[config.mk]
export PLATFORM = sky130hd
export DESIGN_NAME = mux_4to1_rr_stream
export DESIGN_NICKNAME = d
export VERILOG_FILES = /design/src/rtl/mux_stream_pkg.sv /design/src/rtl/rr_arbiter_4.sv /design/src/rtl/mux_4to1_rr_stream.sv
export SDC_FILE = /design/constraint.sdc
export NUM_CORES = 1
export LEC_CHECK = 0
export CAP_MARGIN = 25
export CORE_MARGIN = 10
export CORE_UTILIZATION = 30
export CTS_BUF_LIST = sky130_fd_sc_hd__clkbuf_4
export DETAILED_ROUTE_END_ITERATION = 8
export GPL_TIMING_DRIVEN = 0
export PLACE_DENSITY_LB_ADDON = 0.15
export SLEW_MARGIN = 20
export SYNTH_ARGS = -nofsm -noshare
export SYNTH_HDL_FRONTEND = slang
export SYNTH_HIERARCHICAL = 1
export SYNTH_SLANG_ARGS = --single-unit
[constraint.sdc]
create_clock -name clk -period 5.3 [get_ports clk]
set_input_delay 1.59 -clock clk [delete_from_list [all_inputs] [get_ports clk]]
set_output_delay 1.59 -clock clk [all_outputs]
set_load 0.01 [all_outputs]
[src/rtl/mux_stream_pkg.sv]
// Shared channel count, select width and arbitration FSM states for the
// 4-channel stream mux and its 1-to-4 demux counterpart.
package mux_stream_pkg;

  localparam int N_CH  = 4;
  localparam int SEL_W = 2;

  typedef enum logic {
    ST_IDLE,
    ST_LOCKED
  } state_t;

  function automatic logic [N_CH-1:0] ch_onehot(input logic [SEL_W-1:0] ch);
    ch_onehot     = '0;
    ch_onehot[ch] = 1'b1;
  endfunction

endpackage

[src/rtl/rr_arbiter_4.sv]
// Combinational 4-way round-robin pick, searching from last_grant+1 upward.
// Zero latency; grant_vld is low when no request is present.
module rr_arbiter_4
  import mux_stream_pkg::*;
(
  input  logic [N_CH-1:0]  req,
  input  logic [SEL_W-1:0] last_grant,
  output logic [SEL_W-1:0] grant_idx,
  output logic             grant_vld
);

  logic [SEL_W-1:0] cand;

  always_comb begin
    grant_idx = '0;
    grant_vld = 1'b0;
    cand      = '0;
    // i == N_CH wraps back onto last_grant itself, giving it lowest priority
    for (int i = 1; i <= N_CH; i++) begin
      cand = last_grant + SEL_W'(i);
      if (!grant_vld && req[cand]) begin
        grant_idx = cand;
        grant_vld = 1'b1;
      end
    end
  end

endmodule

[src/rtl/mux_4to1_rr_stream.sv]
// 4-to-1 round-robin stream merge with optional packet lock; one registered stage,
// 1-cycle latency, 1 beat/cycle, in_ready drops while the output register is stalled.
module mux_4to1_rr_stream
  import mux_stream_pkg::*;
#(
  parameter int DATA_W       = 8,
  parameter bit LOCK_ON_LAST = 1'b1
) (
  input  logic                   clk,
  input  logic                   rst_n,
  input  logic [N_CH*DATA_W-1:0] in_data,
  input  logic [N_CH-1:0]        in_valid,
  input  logic [N_CH-1:0]        in_last,
  output logic [N_CH-1:0]        in_ready,
  output logic [DATA_W-1:0]      out_data,
  output logic                   out_valid,
  output logic                   out_last,
  output logic [SEL_W-1:0]       out_sel,
  input  logic                   out_ready
);

  state_t           state;
  state_t           state_nxt;
  logic [SEL_W-1:0] lock_ch;
  logic [SEL_W-1:0] last_grant;
  logic [SEL_W-1:0] winner;
  logic [N_CH-1:0]  req;
  logic             win_vld;
  logic             load;
  logic             accept;
  logic [DATA_W-1:0] ch_data [N_CH];

  always_comb begin
    for (int k = 0; k < N_CH; k++) begin
      ch_data[k] = in_data[k*DATA_W +: DATA_W];
    end
  end

  // While locked only the owning channel may compete
  assign req = (state == ST_LOCKED) ? (in_valid & ch_onehot(lock_ch)) : in_valid;

  rr_arbiter_4 u_arb (
    .req        (req),
    .last_grant (last_grant),
    .grant_idx  (winner),
    .grant_vld  (win_vld)
  );

  assign load = out_ready || !out_valid;
  // Ready is held low in reset so no upstream beat is consumed on a reset edge
  assign accept   = rst_n && load && win_vld;
  assign in_ready = accept ? ch_onehot(winner) : '0;

  always_comb begin
    state_nxt = state;
    case (state)
      ST_IDLE:   if (accept && LOCK_ON_LAST && !in_last[winner]) state_nxt = ST_LOCKED;
      ST_LOCKED: if (accept && in_last[lock_ch]) state_nxt = ST_IDLE;
      default:   state_nxt = ST_IDLE;
    endcase
  end

  always_ff @(posedge clk) begin
    if (!rst_n) begin
      state <= ST_IDLE;
    end else begin
      state <= state_nxt;
    end
  end

  always_ff @(posedge clk) begin
    if (!rst_n) begin
      last_grant <= SEL_W'(N_CH-1);
      lock_ch    <= '0;
      out_valid  <= 1'b0;
      out_data   <= '0;
      out_last   <= 1'b0;
      out_sel    <= '0;
    end else if (accept) begin
      last_grant <= winner;
      if (state == ST_IDLE) lock_ch <= winner;
      out_valid  <= 1'b1;
      out_data   <= ch_data[winner];
      out_last   <= in_last[winner];
      out_sel    <= winner;
    end else if (load) begin
      out_valid  <= 1'b0;
    end
  end

endmodule

==> results of run 1 <==
logic make-up (layout without fill, tap and decap cells):
| family | count (synthesis) | count (layout) | synth area share |
|---|---|---|---|
| buffers and inverters | 11 | 78 | 0.0643 |
| multiplexers | 12 | 12 | 0.220 |
| flip-flops | 17 | 17 | 0.312 |
| AO/OA/AOI/OAI | 30 | 30 | 0.197 |
| AND/OR/NAND/NOR | 40 | 40 | 0.206 |
worst paths after layout:
path	cells past startpoint	start	endpoint	slack, ps
setup / recovery	9	in_valid[3]	in_ready[3]	90
hold / removal	2	out_data[2]	out_data[2]	470
setup reg to reg	10	lock_ch[1]	out_last	2840
hold reg to reg	2	out_data[2]	out_data[2]	470
synthesized netlist by cell type, drive strengths merged (3+ instances only):
cell,instances,share of area
o21ai,5,0.023
inv,3,0.010
o2bb2ai,9,0.072
clkbuf,3,0.010
mux4,9,0.19
nand2b,6,0.034
buf,5,0.044
nor3,3,0.024
nand3,5,0.023
nor2,3,0.013
a21boi,3,0.021
dfxtp,17,0.31
mux2i,3,0.028
a21oi,8,0.040
nand2,13,0.045
layout by cell type (no fill, tap or decap), types with 2 or more instances in the layout:
cell type         n
nand2b_1          6
clkdlybuf4s50_1  55
buf_2             2
a21oi_1           6
o21ai_0           5
nor3_1            2
a21boi_2          2
nor3b_1           2
mux4_2            7
o31ai_1           2
buf_4             5
nand3_1           5
inv_2             2
mux4_1            2
nand2_1          12
nand4b_1          2
a21oi_2           2
clkbuf_4          4
clkbuf_1          3
buf_6             2
dfxtp_1          17
nor2_1            2
dlygate4sd2_1     3
o2bb2ai_1         9
mux2i_1           3
what timing repair did:
item | 4_1_cts | 5_1_grt
buffers inserted | 2 | 3
endpoints found under the setup margin | 4 | 1
resized for setup | 9 | 3
pin swaps | 2 | 0
sequential cells by signal, indices dropped and copies added (netlist names):
register    count
last_grant      2
lock_ch         2
state           1
out_sel         2
out_data        8
out_last        1
out_valid       1
cell type report:
type / count / area share
buffer: 8 / 0.0324
inverter: 3 / 0.00620
sequential: 17 / 0.187
clock buffer: 4 / 0.0165
timing repair buffer: 63 / 0.338
multi-input combinational: 82 / 0.388
tap: 46 / 0.0317
power by group:
part           switching [mW]  internal (mW)  leakage, nW  total (mW)
combinational           0.162          0.215        0.516       0.377
sequential             0.0213          0.162        0.141       0.184
clock                  0.0408         0.0344       0.0184      0.0753
per-stage QoR:
stage               cells  utilization  worst slack, ps  TNS, ps
floorplan             110            -              773        0
global placement      214        0.506             -481    -1460
detailed placement    214        0.506             -548    -1700
CTS                   220        0.521             12.2        0
global route          223        0.532            -1.98    -1.98
finish                223        0.532             93.5        0
per-layer routing:
layer	vias up	routed length (um)	GRT usage
met4	0	34	0.0264
met3	5	215	0.0423
li1	557	-	-
met2	29	1910	0.216
met5	-	0	0
met1	519	1490	0.127
worst register-to-register path, cell delays in order (launching register included):
cell	delay (ps)
dfxtp_1	310
clkbuf_1	280
nand2_1	160
a21boi_4	210
and2b_1	170
a21oi_2	50
o221ai_2	190
buf_6	140
buf_4	110
mux4_1	590
o2bb2ai_1	140
==> reports/results.tsv, run 1 <==
stage	metric	value	unit
power_and_ir_drop	total power	0.636	mW
floorplan	die height	80.3	um
critical_path	Critical Path Fanout Max	10	
logic_synthesis	Avg Inst Size Synth	9.91	sq um
critical_path	delay of the slowest critical-path stage	550	ps
outcome	outcome	completed	
logic_synthesis	sequential share of the synthesized area	0.312	
drt	vias per cell	4.98	
drt	vias post-DR	1110	
final_layout	Final #Nets	221	
timing	Final Hold Vio Count	0	
floorplan	Initial Util	0.319	
power_and_ir_drop	Leak	0.676	nW
cts	CTS clk-pin slew, worst paths	100	ps
critical_path	crit path cell chain	clkdlybuf4s50_1 -> a21boi_4 -> and2b_1 -> a21oi_2 -> o221ai_2 -> buf_6 -> buf_8 -> and3_1 -> clkdlybuf4s50_1	
timing	Max transition margin	0.684	
timing	Worst Hold Slack	468	ps
worst_hold_path	Min-Delay Path Class	reg2reg	
critical_path	Setup CP Type	in2out	
drt	iteration-0 DRC count of the detailed router	33	
timing	Slew Viols, Final	0	
grt	number of global-route vias before repair	1188	
timing	clk_skew	8.65	ps
critical_path	WP data required	3710	ps
placement	Placed Area	1730	sq um
placement	detailed placer's ending HPWL	2.95	mm
logic_synthesis	#FFs+latches synth	17	
drt	Post-route DRC	0	
critical_path	endpoint class of the critical path	primary output	
final_layout	register area	340	sq um
cts	clock buffer depth	2	
drt	final WL	3.65	mm
critical_path	crit path buf inv count	4	
final_layout	area occupied by multi-input gates	704	sq um
logic_synthesis	mapped cell area	1090	sq um
logic_synthesis	FFs w/ async S/R, synth	0	
placement	IO buf count	58	
grt	first-pass GRT wire length	6.06	mm
logic_synthesis	Mapped Cells	110	
critical_path	CP delay by family, top	buffers and inverters	
cts	Root Driver	clkbuf_4	
placement	GP Congestion	0.799	
timing	Max Fclk	192	MHz
grt	gr usage total	0.118	
critical_path	Worst EP arrival	3620	ps
logic_synthesis	Top FF cell, synth	dfxtp_1	
final_layout	cell area after layout	1820	sq um
critical_path	Top cell by count, worst path	clkdlybuf4s50_1	
logic_synthesis	Netlist cell types	34	
cts	hold_buf cts	0	
power_and_ir_drop	Cell Pwr Density	350	nW/um^2
timing	# setup viols final	0	
drt	Routed Antenna Nets	0	
drt	WL/cell	16.4	um
timing	worst slew pin tran	474	ps
floorplan	Core Region	3420	sq um
timing	crit share post-route	0.982	
floorplan	die width	80.3	um
floorplan	num rows	21	
grt	grt total ovfl	0	
logic_synthesis	EDFF count, synth	0	
final_layout	Fillers	324	
logic_synthesis	Net Count, Synth	153	
power_and_ir_drop	Worst VDD drop	0.181	mV
final_layout	Antenna Cells	0	
drt	DR pass1 iterations	4	
run	Max-Cap Viols	0	
cts	TritonCTS clock tree	built	
timing	Period minus WS final	5210	ps
cts	cts bufs inserted	3	
grt	pin count of the biggest net entering global routing	11	
cts	Sink Count	17	
grt	antenna violations before repair	0	
floorplan	Ports	59	
cts	H-tree levels	1	
critical_path	slowest cell on the critical path	clkdlybuf4s50_1	
logic_synthesis	yosys synthesis warning count	6	
cts	clk_lat worst skew	300	ps
final_layout	fraction of final layout cells sized beyond drive strength 1	0.181	
floorplan	Die Area	6440	sq um
critical_path	crit start category	input port	
final_layout	area grow syn2layout	66.7	%
No activity file was read; power rests on OpenSTA's default activity.
==> run 2, diff against run 1 <==
--- a/config.mk
+++ b/config.mk
@@ -6,7 +6,6 @@
 export NUM_CORES = 1
 export LEC_CHECK = 0
 export CAP_MARGIN = 25
-export CORE_MARGIN = 10
 export CORE_UTILIZATION = 30
 export CTS_BUF_LIST = sky130_fd_sc_hd__clkbuf_4
 export DETAILED_ROUTE_END_ITERATION = 8
==> constraint.sdc (replaced) <==
create_clock -name clk -period 6.2 [get_ports clk]
set_input_delay 1.86 -clock clk [delete_from_list [all_inputs] [get_ports clk]]
set_output_delay 1.86 -clock clk [all_outputs]
set_load 0.01 [all_outputs]
==> reports/results.tsv, run 2 (synthesis results as in run 1) <==
stage	metric	value	unit
floorplan	Core Region	3420	sq um
grt	pin count of the biggest net entering global routing	11	
grt	number of global-route vias before repair	1088	
final_layout	most frequent cells in the layout	clkdlybuf4s50_1, dfxtp_1, nand2_1, o2bb2ai_1, mux4_2	
final_layout	Final #Nets	217	
floorplan	Die Area	3880	sq um
critical_path	WP data required	4340	ps
grt	gr usage total	0.169	
drt	final WL	3.09	mm
timing	crit share post-route	0.973	
power_and_ir_drop	Cell Pwr Density	296	nW/um^2
power_and_ir_drop	Leak	0.636	nW
power_and_ir_drop	Worst VDD drop	0.157	mV
final_layout	commonest non-fill, non-tap cell in the layout	clkdlybuf4s50_1	
timing	Max transition margin	0.718	
placement	detailed placer's ending HPWL	2.40	mm
final_layout	Reg with most FFs	out_data	
drt	vias per cell	4.99	
placement	GP Congestion	0.782	
outcome	outcome	completed	
drt	Routed Antenna Nets	0	
cts	Sink Count	17	
grt	antenna violations before repair	0	
cts	TritonCTS clock tree	built	
power_and_ir_drop	share of power burned in registers	0.298	
critical_path	crit start category	input port	
cts	clock buffer depth	2	
placement	Placed Area	1730	sq um
drt	vias post-DR	1092	
critical_path	FF-to-FF setup slack	3710	ps
cts	clk_lat worst skew	290	ps
timing	Final Hold Vio Count	0	
power_and_ir_drop	clock share of power	0.122	
drt	DR pass1 iterations	4	
run	Max-Cap Viols	0	
cts	H-tree levels	1	
critical_path	Worst EP arrival	4170	ps
timing	clk_skew	3.02	ps
cts	cts bufs inserted	3	
grt	first-pass GRT wire length	5.22	mm
power_and_ir_drop	Net Sw Power	0.185	mW
cts	Root Driver	clkbuf_4	
timing	Period minus WS final	6030	ps
worst_hold_path	Min-Delay Path Class	reg2reg	
final_layout	Largest register FFs	8	
floorplan	Ports	59	
floorplan	die height	62.3	um
drt	WL/cell	14.1	um
power_and_ir_drop	switching part of the total	0.353	
floorplan	num rows	21	
cts	CTS clk-pin slew, worst paths	100	ps
critical_path	Setup CP Type	in2out	
placement	IO buf count	58	
timing	# setup viols final	0	
critical_path	endpoint class of the critical path	primary output	
drt	iteration-0 DRC count of the detailed router	50	
grt	grt total ovfl	0	
timing	RSZ-0062 raised after global routing	no	
power_and_ir_drop	Int Pwr	0.341	mW
final_layout	cell area after layout	1780	sq um
power_and_ir_drop	combinational power share	0.580	
timing	setup ws final	166	ps
timing	Fin Setup TNS	0	ps
timing	Slew Viols, Final	0	
floorplan	die width	62.3	um
final_layout	fraction of final layout cells sized beyond drive strength 1	0.139	
floorplan	Initial Util	0.319	
final_layout	Antenna Cells	0	
final_layout	area grow syn2layout	63.0	%
timing	Worst Hold Slack	465	ps
timing	Max Fclk	166	MHz
drt	Post-route DRC	0	
timing	worst slew pin tran	423	ps
critical_path	Critical Path Fanout Max	10	
placement	pre-CTS setup slack	-139	ps
-- run 2: cell types whose count changed in the layout (fill, tap and decap cells not counted), moves of 2 or more --
cell | before | now
dlygate4sd2_1 | 3 | 0
buf_4 | 5 | 1
clkdlybuf4s50_1 | 55 | 58
a21boi_2 | 2 | 0
a21boi_1 | 0 | 2
-- run 2: path summary, 6_finish.rpt --
check	cells past startpoint	end	startpoint
setup reg to reg	10	out_data[5]	lock_ch[1]
hold reg to reg	2	out_data[0]	out_data[0]
setup / recovery	9	in_ready[0]	in_valid[2]
hold / removal	2	out_data[0]	out_data[0]
-- run 2: layout make-up --
class,instances,area (sq um)
Buffer,8,58.8
Multi-Input combinational cell,82,691
Inverter,3,11.3
Sequential cell,17,340
Timing Repair Buffer,59,588
Clock buffer,4,30.0
Fill cell,317,1640
Tap cell,46,57.6
-- run 2: layer usage --
layer,up-vias,share of wire,track usage
li1,545,-,-
met1,508,0.43,0.201
met2,39,0.50,0.308
met3,0,0.064,0.0496
met4,0,0,0.0174
met5,-,0,0
-- run 2: critical path, stage by stage --
cell and delay, ps:
clkdlybuf4s50_1 450, a21boi_0 350, and2b_1 250, a21oi_2 120, o221ai_2 110, buf_6 150
buf_8 140, nor3_1 170, clkdlybuf4s50_1 560
-- run 2: timing repair --
item                       CTS  global route
hold buffers                 0             0
pin swaps                    0             1
gates resized for setup      3             1
setup endpoints to repair    2             2
buffers inserted             0             1
-- run 2: power groups by stage --
stage                     sequential, mW  combinational [mW]  clock, mW
after floorplan                    0.166               0.181          0
after global placement             0.158               0.297          0
after detailed placement           0.159               0.301          0
after CTS                          0.157               0.304     0.0662
after global routing               0.161               0.333     0.0721
final                              0.157               0.305     0.0642
-- run 2: metrics by stage --
step           utilization  instances  total power [mW]
2_1_floorplan            -        110             0.347
3_3_place_gp         0.506        214             0.455
3_5_place_dp         0.506        214             0.460
4_1_cts              0.516        218             0.528
5_1_grt              0.520        219             0.566
6_report             0.520        219             0.526
==> run 3, diff against run 2 <==
--- a/config.mk
+++ b/config.mk
@@ -6,11 +6,12 @@
 export NUM_CORES = 1
 export LEC_CHECK = 0
 export CAP_MARGIN = 25
-export CORE_UTILIZATION = 30
+export CORE_UTILIZATION = 43
 export CTS_BUF_LIST = sky130_fd_sc_hd__clkbuf_4
 export DETAILED_ROUTE_END_ITERATION = 8
 export GPL_TIMING_DRIVEN = 0
-export PLACE_DENSITY_LB_ADDON = 0.15
+export PLACE_DENSITY = 0.87
+export RECOVER_POWER = 25
 export SLEW_MARGIN = 20
 export SYNTH_ARGS = -nofsm -noshare
 export SYNTH_HDL_FRONTEND = slang
==> reports/results.tsv, run 3 (synthesis results as in run 1) <==
stage	metric	value	unit
critical_path	Setup CP Type	in2out	
floorplan	Die Area	2740	sq um
floorplan	die height	52.3	um
timing	worst slew pin tran	454	ps
power_and_ir_drop	Leak	0.659	nW
cts	hold_buf cts	0	
timing	Max Fclk	166	MHz
critical_path	Critical Path Fanout Max	10	
drt	iteration-0 DRC count of the detailed router	37	
critical_path	Worst EP arrival	4170	ps
placement	Cell Count Post-Placement	196	
final_layout	most frequent cells in the layout	clkdlybuf4s50_1, dfxtp_1, nand2_1, o2bb2ai_1, dlygate4sd3_1	
final_layout	non-filler cells, final	202	
drt	DRT met1 WL	1.22	mm
critical_path	R2R Path End	out_data[7]	
drt	vias post-DR	1167	
critical_path	RR Startpoint	lock_ch[1]	
grt	grt total ovfl	0	
critical_path	crit path buf inv count	3	
cts	clk_lat worst skew	290	ps
drt	Routed Antenna Nets	0	
timing	Max transition margin	0.697	
timing	Slew Viols, Final	0	
placement	IO buf count	58	
final_layout	Largest register FFs	8	
critical_path	crit path cell chain	clkdlybuf4s50_1 -> a21boi_1 -> a31oi_1 -> a21oi_2 -> buf_2 -> nor3b_1 -> clkdlybuf4s50_1	
final_layout	Fillers	173	
grt	antenna violations before repair	0	
drt	WL/cell	15.5	um
critical_path	crit start category	input port	
cts	H-tree levels	1	
critical_path	FF-to-FF setup slack	3690	ps
timing	clk_skew	1.89	ps
timing	Fin Setup TNS	0	ps
critical_path	WP data required	4340	ps
timing	Final Hold Vio Count	0	
floorplan	Core Region	2300	sq um
drt	DR pass1 iterations	5	
floorplan	Initial Util	0.474	
worst_hold_path	Hold Path End	out_data[1]	
critical_path	Top cell by count, worst path	clkdlybuf4s50_1	
critical_path	slowest cell on the critical path	clkdlybuf4s50_1	
drt	vias per cell	5.78	
final_layout	Reg with most FFs	out_data	
final_layout	Final #Nets	218	
drt	Post-route DRC	0	
floorplan	Ports	59	
power_and_ir_drop	Cell Pwr Density	296	nW/um^2
critical_path	worst-case reg-to-reg path depth	10	
final_layout	fraction of final layout cells sized beyond drive strength 1	0.144	
cts	clock buffer depth	2	
cts	CTS clk-pin slew, worst paths	100	ps
timing	RSZ-0062 raised after global routing	no	
worst_hold_path	hold depth	2	
placement	detailed placer's ending HPWL	2.41	mm
drt	max layer used	met4	
placement	Placed Area	1710	sq um
critical_path	delay of the slowest critical-path stage	560	ps
final_layout	area grow syn2layout	61.0	%
power_and_ir_drop	Worst VDD drop	0.201	mV
timing	crit share post-route	0.973	
cts	Sink Count	17	
grt	first-pass GRT wire length	4.72	mm
grt	pin count of the biggest net entering global routing	11	
critical_path	CP delay by family, top	buffers and inverters	
cts	Root Driver	clkbuf_4	
grt	gr usage total	0.232	
timing	Period minus WS final	6030	ps
timing	# setup viols final	0	
final_layout	commonest non-fill, non-tap cell in the layout	clkdlybuf4s50_1	
drt	Routed met3 length	186	um
drt	final WL	3.14	mm
floorplan	die width	52.3	um
outcome	outcome	completed	
grt	number of global-route vias before repair	1098	
final_layout	post-route core utilization	0.764	
drt	met2 WL post-DR	1.71	mm
final_layout	cell area after layout	1750	sq um
run	Max-Cap Viols	0	
floorplan	num rows	17	
cts	TritonCTS clock tree	built	
worst_hold_path	Min-Delay Path Class	reg2reg	
placement	GP Congestion	0.852	
cts	cts bufs inserted	3	
critical_path	endpoint class of the critical path	primary output	
final_layout	Antenna Cells	0	
worst_hold_path	HP Start	out_data[1]	
==> run 3: changes by cell type in the layout (fill, tap and decap cells not counted) <==
| cell | delta |
|---|---|
| a21oi_2 | +1 |
| a21oi_4 | -1 |
| buf_4 | +1 |
| clkdlybuf4s50_1 | -8 |
| dlygate4sd3_1 | +8 |
==> run 3: tightest hold or removal path: stages, from the launching register on <==
cell	delay (ps)
dfxtp_1	320
nand2_1	50
o2bb2ai_1	60
==> run 3: per-stage QoR <==
step / power, mW / setup WS (ps) / hold slack [ps]
after floorplan: 0.347 / 1130 / 486
after global placement: 0.445 / -18.5 / 448
after detailed placement: 0.456 / -76.1 / 454
after CTS: 0.524 / 67.1 / 468
after global routing: 0.552 / 45.5 / 489
final: 0.519 / 170 / 461
==> run 3: how the worst max path moves through the flow <==
stage                start          end  slack (ps)  cells after the start
2_1_floorplan  in_valid[3]  in_ready[2]        1130                      5
3_3_place_gp   in_valid[1]  in_ready[3]         -20                      9
3_5_place_dp   in_valid[3]  in_ready[2]         -80                      7
4_1_cts        in_valid[2]  in_ready[3]          70                      9
5_1_grt        in_valid[3]  in_ready[2]          50                      7
6_report       in_valid[3]  in_ready[2]         170                      7
==> run 3: layer usage <==
| metal | vias up | GRT usage |
|---|---|---|
| met1 | 565 | 0.260 |
| li1 | 549 | - |
| met5 | - | 0 |
| met3 | 4 | 0.0609 |
| met2 | 49 | 0.437 |
| met4 | 0 | 0.0395 |
==> run 3: where the power goes <==
group          leakage [nW]  internal, mW  switching, mW
Combinational         0.500         0.167          0.131
Clock                0.0184        0.0294         0.0355
Sequential            0.141         0.139         0.0181
Total                 0.659         0.335          0.184
==> run 3: area by class of cell <==
type | count | area (sq um) | share of cell area
inverter | 3 | 11.3 | 0.00642
tap | 28 | 35.0 | 0.0200
sequential | 17 | 340 | 0.194
clock buffer | 4 | 30.0 | 0.0171
multi-input combinational | 82 | 683 | 0.389
timing repair buffer | 60 | 596 | 0.340
buffer | 8 | 58.8 | 0.0335
==> run 3: timing repair <==
action	CTS	global route
buffers inserted	0	2
pin swaps	0	1
resized for setup	3	0
endpoints found under the setup margin	2	1
